### src/rtl/uart_frame_arbiter.sv
// uart_frame_arbiter
// Round-robin scheduler that shares one byte-level UART transmitter between
// NREQ frame sources. A whole frame is granted at a time. Its bytes are
// streamed through the TxD_start/TxD_busy handshake, and the half-duplex
// driver enable is wrapped in lead and tail guard times.

module uart_frame_arbiter #(
   parameter int NREQ         = 4,
   parameter int ClkFrequency = 12000000,
   parameter int Baud         = 2000000,
   parameter int GUARD_BITS   = 2,
   parameter int TIMEOUT_CYC  = 1024
) (
   input  logic              clk,
   input  logic              rst_n,
   input  logic [NREQ-1:0]   req,
   input  logic [NREQ*8-1:0] len,
   input  logic [NREQ*8-1:0] byte_data,
   input  logic [NREQ-1:0]   byte_valid,
   output logic [NREQ-1:0]   byte_ready,
   output logic [NREQ-1:0]   grant,
   output logic              TxD_start,
   output logic [7:0]        TxD_data,
   input  logic              TxD_busy,
   output logic              tx_enable,
   output logic              frame_done,
   output logic              frame_abort
);

   localparam int BIT_CYC_RAW = ClkFrequency / Baud;
   localparam int BIT_CYC     = (BIT_CYC_RAW < 1) ? 1 : BIT_CYC_RAW;
   localparam int GUARD_CYC   = GUARD_BITS * BIT_CYC;
   // The tail is never shorter than one cycle, even with zero guard bits.
   localparam int TAIL_CYC    = (GUARD_CYC < 1) ? 1 : GUARD_CYC;
   localparam int GW          = $clog2(TAIL_CYC + 1);
   localparam int TW          = $clog2(TIMEOUT_CYC + 1);
   localparam int IW          = (NREQ > 1) ? $clog2(NREQ) : 1;

   typedef enum logic [2:0] {
      S_IDLE,
      S_LEAD,
      S_LOAD,
      S_START,
      S_WAIT,
      S_TAIL
   } state_t;

   state_t          state;
   logic [IW-1:0]   rr_ptr;
   logic [IW-1:0]   owner;
   logic [7:0]      remaining;
   logic [GW-1:0]   guard_cnt;
   logic [TW-1:0]   tmo_cnt;
   logic            aborted;

   logic            pick_found;
   logic [IW-1:0]   pick_idx;
   logic [NREQ-1:0] pick_onehot;
   int              scan_idx;
   logic [7:0]      owner_byte;
   logic            owner_valid;

   // Round-robin search: first eligible requester at or after rr_ptr, wrapping.
   always_comb begin
      // NOTE: every combinational output gets a default before any branch, so no latch is inferred.
      pick_found  = 1'b0;
      pick_idx    = '0;
      pick_onehot = '0;
      scan_idx    = 0;
      for (int k = 0; k < NREQ; k++) begin
         scan_idx = int'(rr_ptr) + k;
         if (scan_idx >= NREQ) scan_idx = scan_idx - NREQ;
         if (!pick_found && req[scan_idx] && (len[8*scan_idx +: 8] != 8'd0)) begin
            pick_found            = 1'b1;
            pick_idx              = IW'(scan_idx);
            pick_onehot[scan_idx] = 1'b1;
         end
      end
   end

   // The byte lane of the current owner.
   assign owner_byte  = byte_data[8*owner +: 8];
   assign owner_valid = byte_valid[owner];

   // Only the granted requester is offered the byte slot, and only while loading.
   assign byte_ready = (state == S_LOAD) ? grant : '0;

   // Frame sequencer: arbitration, guard times, byte handshake and timeout.
   always_ff @(posedge clk or negedge rst_n) begin
      if (!rst_n) begin
         state       <= S_IDLE;
         rr_ptr      <= '0;
         owner       <= '0;
         remaining   <= '0;
         guard_cnt   <= '0;
         tmo_cnt     <= '0;
         aborted     <= 1'b0;
         grant       <= '0;
         TxD_start   <= 1'b0;
         TxD_data    <= '0;
         tx_enable   <= 1'b0;
         frame_done  <= 1'b0;
         frame_abort <= 1'b0;
      end else begin
         // NOTE: state registers use non-blocking assignments so every branch sees pre-edge values.
         frame_done  <= 1'b0;
         frame_abort <= 1'b0;
         case (state)
            S_IDLE: begin
               if (pick_found) begin
                  grant     <= pick_onehot;
                  owner     <= pick_idx;
                  remaining <= len[8*pick_idx +: 8];
                  tx_enable <= 1'b1;
                  guard_cnt <= GW'(GUARD_CYC);
                  aborted   <= 1'b0;
                  state     <= S_LEAD;
               end
            end
            S_LEAD: begin
               // A zero guard still spends exactly one cycle here.
               if (guard_cnt <= GW'(1)) begin
                  tmo_cnt <= '0;
                  state   <= S_LOAD;
               end else begin
                  guard_cnt <= guard_cnt - GW'(1);
               end
            end
            S_LOAD: begin
               if (owner_valid) begin
                  TxD_data  <= owner_byte;
                  TxD_start <= 1'b1;
                  state     <= S_START;
               end else if (tmo_cnt == TW'(TIMEOUT_CYC - 1)) begin
                  // Bytes already handed to the transmitter stay sent.
                  frame_abort <= 1'b1;
                  aborted     <= 1'b1;
                  guard_cnt   <= GW'(TAIL_CYC);
                  state       <= S_TAIL;
               end else begin
                  tmo_cnt <= tmo_cnt + TW'(1);
               end
            end
            S_START: begin
               if (TxD_busy) begin
                  TxD_start <= 1'b0;
                  remaining <= remaining - 8'd1;
                  state     <= S_WAIT;
               end
            end
            S_WAIT: begin
               if (!TxD_busy) begin
                  if (remaining != 8'd0) begin
                     tmo_cnt <= '0;
                     state   <= S_LOAD;
                  end else begin
                     guard_cnt <= GW'(TAIL_CYC);
                     state     <= S_TAIL;
                  end
               end
            end
            S_TAIL: begin
               if (guard_cnt <= GW'(1)) begin
                  tx_enable  <= 1'b0;
                  grant      <= '0;
                  rr_ptr     <= (owner == IW'(NREQ - 1)) ? '0 : owner + IW'(1);
                  frame_done <= !aborted;
                  state      <= S_IDLE;
               end else begin
                  guard_cnt <= guard_cnt - GW'(1);
               end
            end
            default: state <= S_IDLE;
         endcase
      end
   end

endmodule

### config.mk
export PLATFORM = sky130hd
export DESIGN_NAME = uart_frame_arbiter
export DESIGN_NICKNAME = d
export VERILOG_FILES = /design/src/rtl/uart_frame_arbiter.sv
export SDC_FILE = /design/constraint.sdc
export NUM_CORES = 1
export LEC_CHECK = 0
export ABC_AREA = 1
export CORE_MARGIN = 5
export CORE_UTILIZATION = 40
export CTS_CLUSTER_SIZE = 12
export DETAILED_ROUTE_END_ITERATION = 8
export PLACE_DENSITY = 0.7
export SLEW_MARGIN = 20
export SYNTH_ARGS = -nofsm -noshare
export SYNTH_HDL_FRONTEND = slang
export SYNTH_SLANG_ARGS = --single-unit
### constraint.sdc
create_clock -name clk -period 5.2 [get_ports clk]
set_input_delay 0.52 -clock clk [delete_from_list [all_inputs] [get_ports clk]]
set_output_delay 0.52 -clock clk [all_outputs]
set_load 0.03 [all_outputs]
==> out/qor.txt <==
# setup viols final = 0
Critical-path top delay cell = ha_1
commonest non-fill, non-tap cell in the layout = nand2_1
final period utilization = 61.6%
multi-input logic area = 2490 um^2
Max stage delay on crit path = 0.43 ns
Post-Syn Area = 4070 um^2
crit path cell chain = buf_4 -> inv_4 -> ha_1 -> inv_1 -> nor2_1 -> nand2_1 -> nand2_1 -> nand2_1 -> nand2_2 -> nand3_2 -> nand3_2 -> nand2_4 -> nand2_1 -> nand3_1 -> nand3_1 -> nand2_1 -> nand2_1
post-synthesis cell count = 649
GRT Util Overall = 18.2%
RSZ-0062 raised after global routing = false
dominant cells by area after synthesis = dfrtp_1 (29%), nand2_1 (20%), nand3_1 (8.7%)
CTS resizes = 0
CP most frequent cell = nand2_1
hpwl dp = 9300 um
Tmin final = 3.21 ns
Clock Tree Root = clkbuf_8
max-cap check violation count = 0
crit path max fanout = 41
Die ar. = 12,300 um^2
Fin. Hold Viols = 0
family with the most delay on the worst path = simple AND/OR/NAND/NOR gates
max-slew violation count = 0
Final ANT Viol Nets = 0
Slew headroom = 30.1%
sequential fraction of the synthesis area = 28.9%
hold crit path type = primary input to asynchronous set/reset pin
worst setup path category = flop to flop
yosys warns = 0
antenna violations before repair = 0
first-pass GRT wire length = 19,100 um
Chip Height = 111 um
DRT Pass-1 Iters = 6
placed cell count = 859
hold buffer count at CTS = 0
# IOs = 95
FILL cells = 987
Site Rows = 36
post-CTS setup buffers = 0
Worst setup EP type = flop
ys flop type = dfrtp_1
pin count of the biggest net entering global routing = 48
WL/cell = 13.3 um
clock sinks = 47
CTS tree = yes
CP Data Required Time = 5.40 ns
antenna diode count = 0
DRC = 0
final layout net count = 821
Post-Syn Area per Cell = 6.27 um^2
tightest hold margin = 0.213 ns
routability cong. = 0.914
Fmax achieved = 312 MHz
vias per inst = 5.13
Async SR Flop Fraction = 100%
FF/Latch Area = 1180 um^2
routed wire length = 11,600 um
most frequent cells in the layout = nand2_1 (213), nor2_1 (94), clkdlybuf4s50_1 (93)
Synth top area share = 28.9%
Post-Route Setup TNS = 0 ns
vias in the first global route = 4,165
fin cells = 867
Clock transition at path regs = 0.09 ns
Post-Syn Nets = 737
clk_lat worst skew = 0.30 ns
worst path arrival time = 3.40 ns
area grow syn2layout = 27.3%
Die Width = 111 um
Leakage = 2.50 nW
Starting Density = 41.2%
First DRT Iteration DRCs = 268
Clock Path Buffers = 2
via count = 4,449
Port Buffers = 94
Worst VDD drop = 264 uV
Yosys reg bits = 47
total gr overflow = 0
final core occ = 52.5%
Post-synth EDFFs = 0
post-synth top area cell = dfrtp_1
outcome = finished, final reports clean
Core Area = 9860 um^2
Slew @ Worst Pin = 1.04 ns
CP bufs+invs = 3
CP Launch Type = flop
Worst Clk Skew = 0.00584 ns
CTS HTree Levels = 2
share of post-route cells with drive strength above 1 = 4.77%
total CTS buffers = 5
Netlist cell types = 41
Pwr Density = 506 nW/um^2
-- area by class of cell --
| type | instances | area share (%) |
|---|---|---|
| timing repair buffer | 95 | 18.3 |
| tap | 133 | 3.21 |
| inverter | 71 | 5.19 |
| clock buffer | 5 | 1.33 |
| clock inverter | 3 | 1.30 |
| sequential | 47 | 22.7 |
| multi-input combinational | 513 | 48.0 |
-- per-layer routing --
metal / GRT usage, % / vias up / share of wire, %
li1: - / 2264 / -
met1: 24.1 / 2029 / 44
met2: 31.2 / 141 / 50
met3: 2.89 / 15 / 5.1
met4: 4.43 / 0 / 1.6
met5: 0 / - / 0
-- cell families after synthesis --
kind of cell,Yosys count,share of synthesized area [%]
DFF,47,28.9
and+or+nand+nor,418,44.6
AOI/OAI and AO/OA,77,11.4
buffers and inverters,89,9.97
xor gates and xnor gates,5,1.08
adders and majority gates,13,4.00
-- final timing paths --
| check | slack [ns] | startpoint | depth (start not counted) | to |
|---|---|---|---|---|
| hold reg to reg | 0.43 | aborted | 1 | frame_done |
| setup reg to reg | 1.99 | rr_ptr[0] | 17 | remaining[6] |
| hold / removal | 0.21 | rst_n | 1 | grant[2] |
| min in group clk | 0.43 | aborted | 1 | frame_done |
| max in group asynchronous | 4.58 | rst_n | 1 | remaining[2] |
| setup / recovery | 1.99 | rr_ptr[0] | 17 | remaining[6] |
-- sequential cells by signal, indices dropped and copies added, names as in the netlist --
register / cells
tmo_cnt: 11
TxD_data: 8
remaining: 8
grant: 4
guard_cnt: 4
state: 3
owner: 2
rr_ptr: 2
TxD_start: 1
aborted: 1
frame_abort: 1
frame_done: 1
tx_enable: 1
-- metrics by stage --
stage               worst slack [ns]  cell area, um^2  power, mW
floorplan                       2.72             4070       1.92
global placement                2.15             5040       2.26
detailed placement              2.06             5040       2.30
CTS                             2.04             5180       2.62
global route                    1.67             5180       2.89
finish                          1.99             5180       2.62
-- where the power goes --
group / switching (mW) / leakage [nW] / internal (mW)
combinational: 1.10 / 1.84 / 0.595
clock: 0.126 / 0.0644 / 0.192
sequential: 0.120 / 0.600 / 0.485
total: 1.35 / 2.50 / 1.27
-- Yosys cell counts (2+ instances only) --
cell type / count
o32ai_1: 8
inv_2: 4
a21oi_1: 21
nor2_1: 94
nand2_4: 3
nor3_1: 11
a22oi_1: 2
nor2_2: 4
nand3_1: 71
o21ai_0: 28
ha_1: 13
nand3_2: 3
xor2_1: 2
nand2_2: 5
o31ai_1: 6
o21ai_1: 2
nand4_1: 5
o2111ai_1: 2
nor3b_1: 2
nand2_1: 213
o22ai_1: 3
buf_2: 4
inv_1: 65
buf_6: 7
buf_4: 3
xnor2_1: 3
nand3b_1: 2
dfrtp_1: 47
clkbuf_1: 4
-- worst reg2reg max path, delay by kind of cell (launching register included) --
family / cells / cell delay (ns)
buffers and inverters: 3 / 0.79
adders and majority gates: 1 / 0.43
and+or+nand+nor: 13 / 1.55
DFF: 1 / 0.33
No activity file was read; power rests on OpenSTA's default activity.
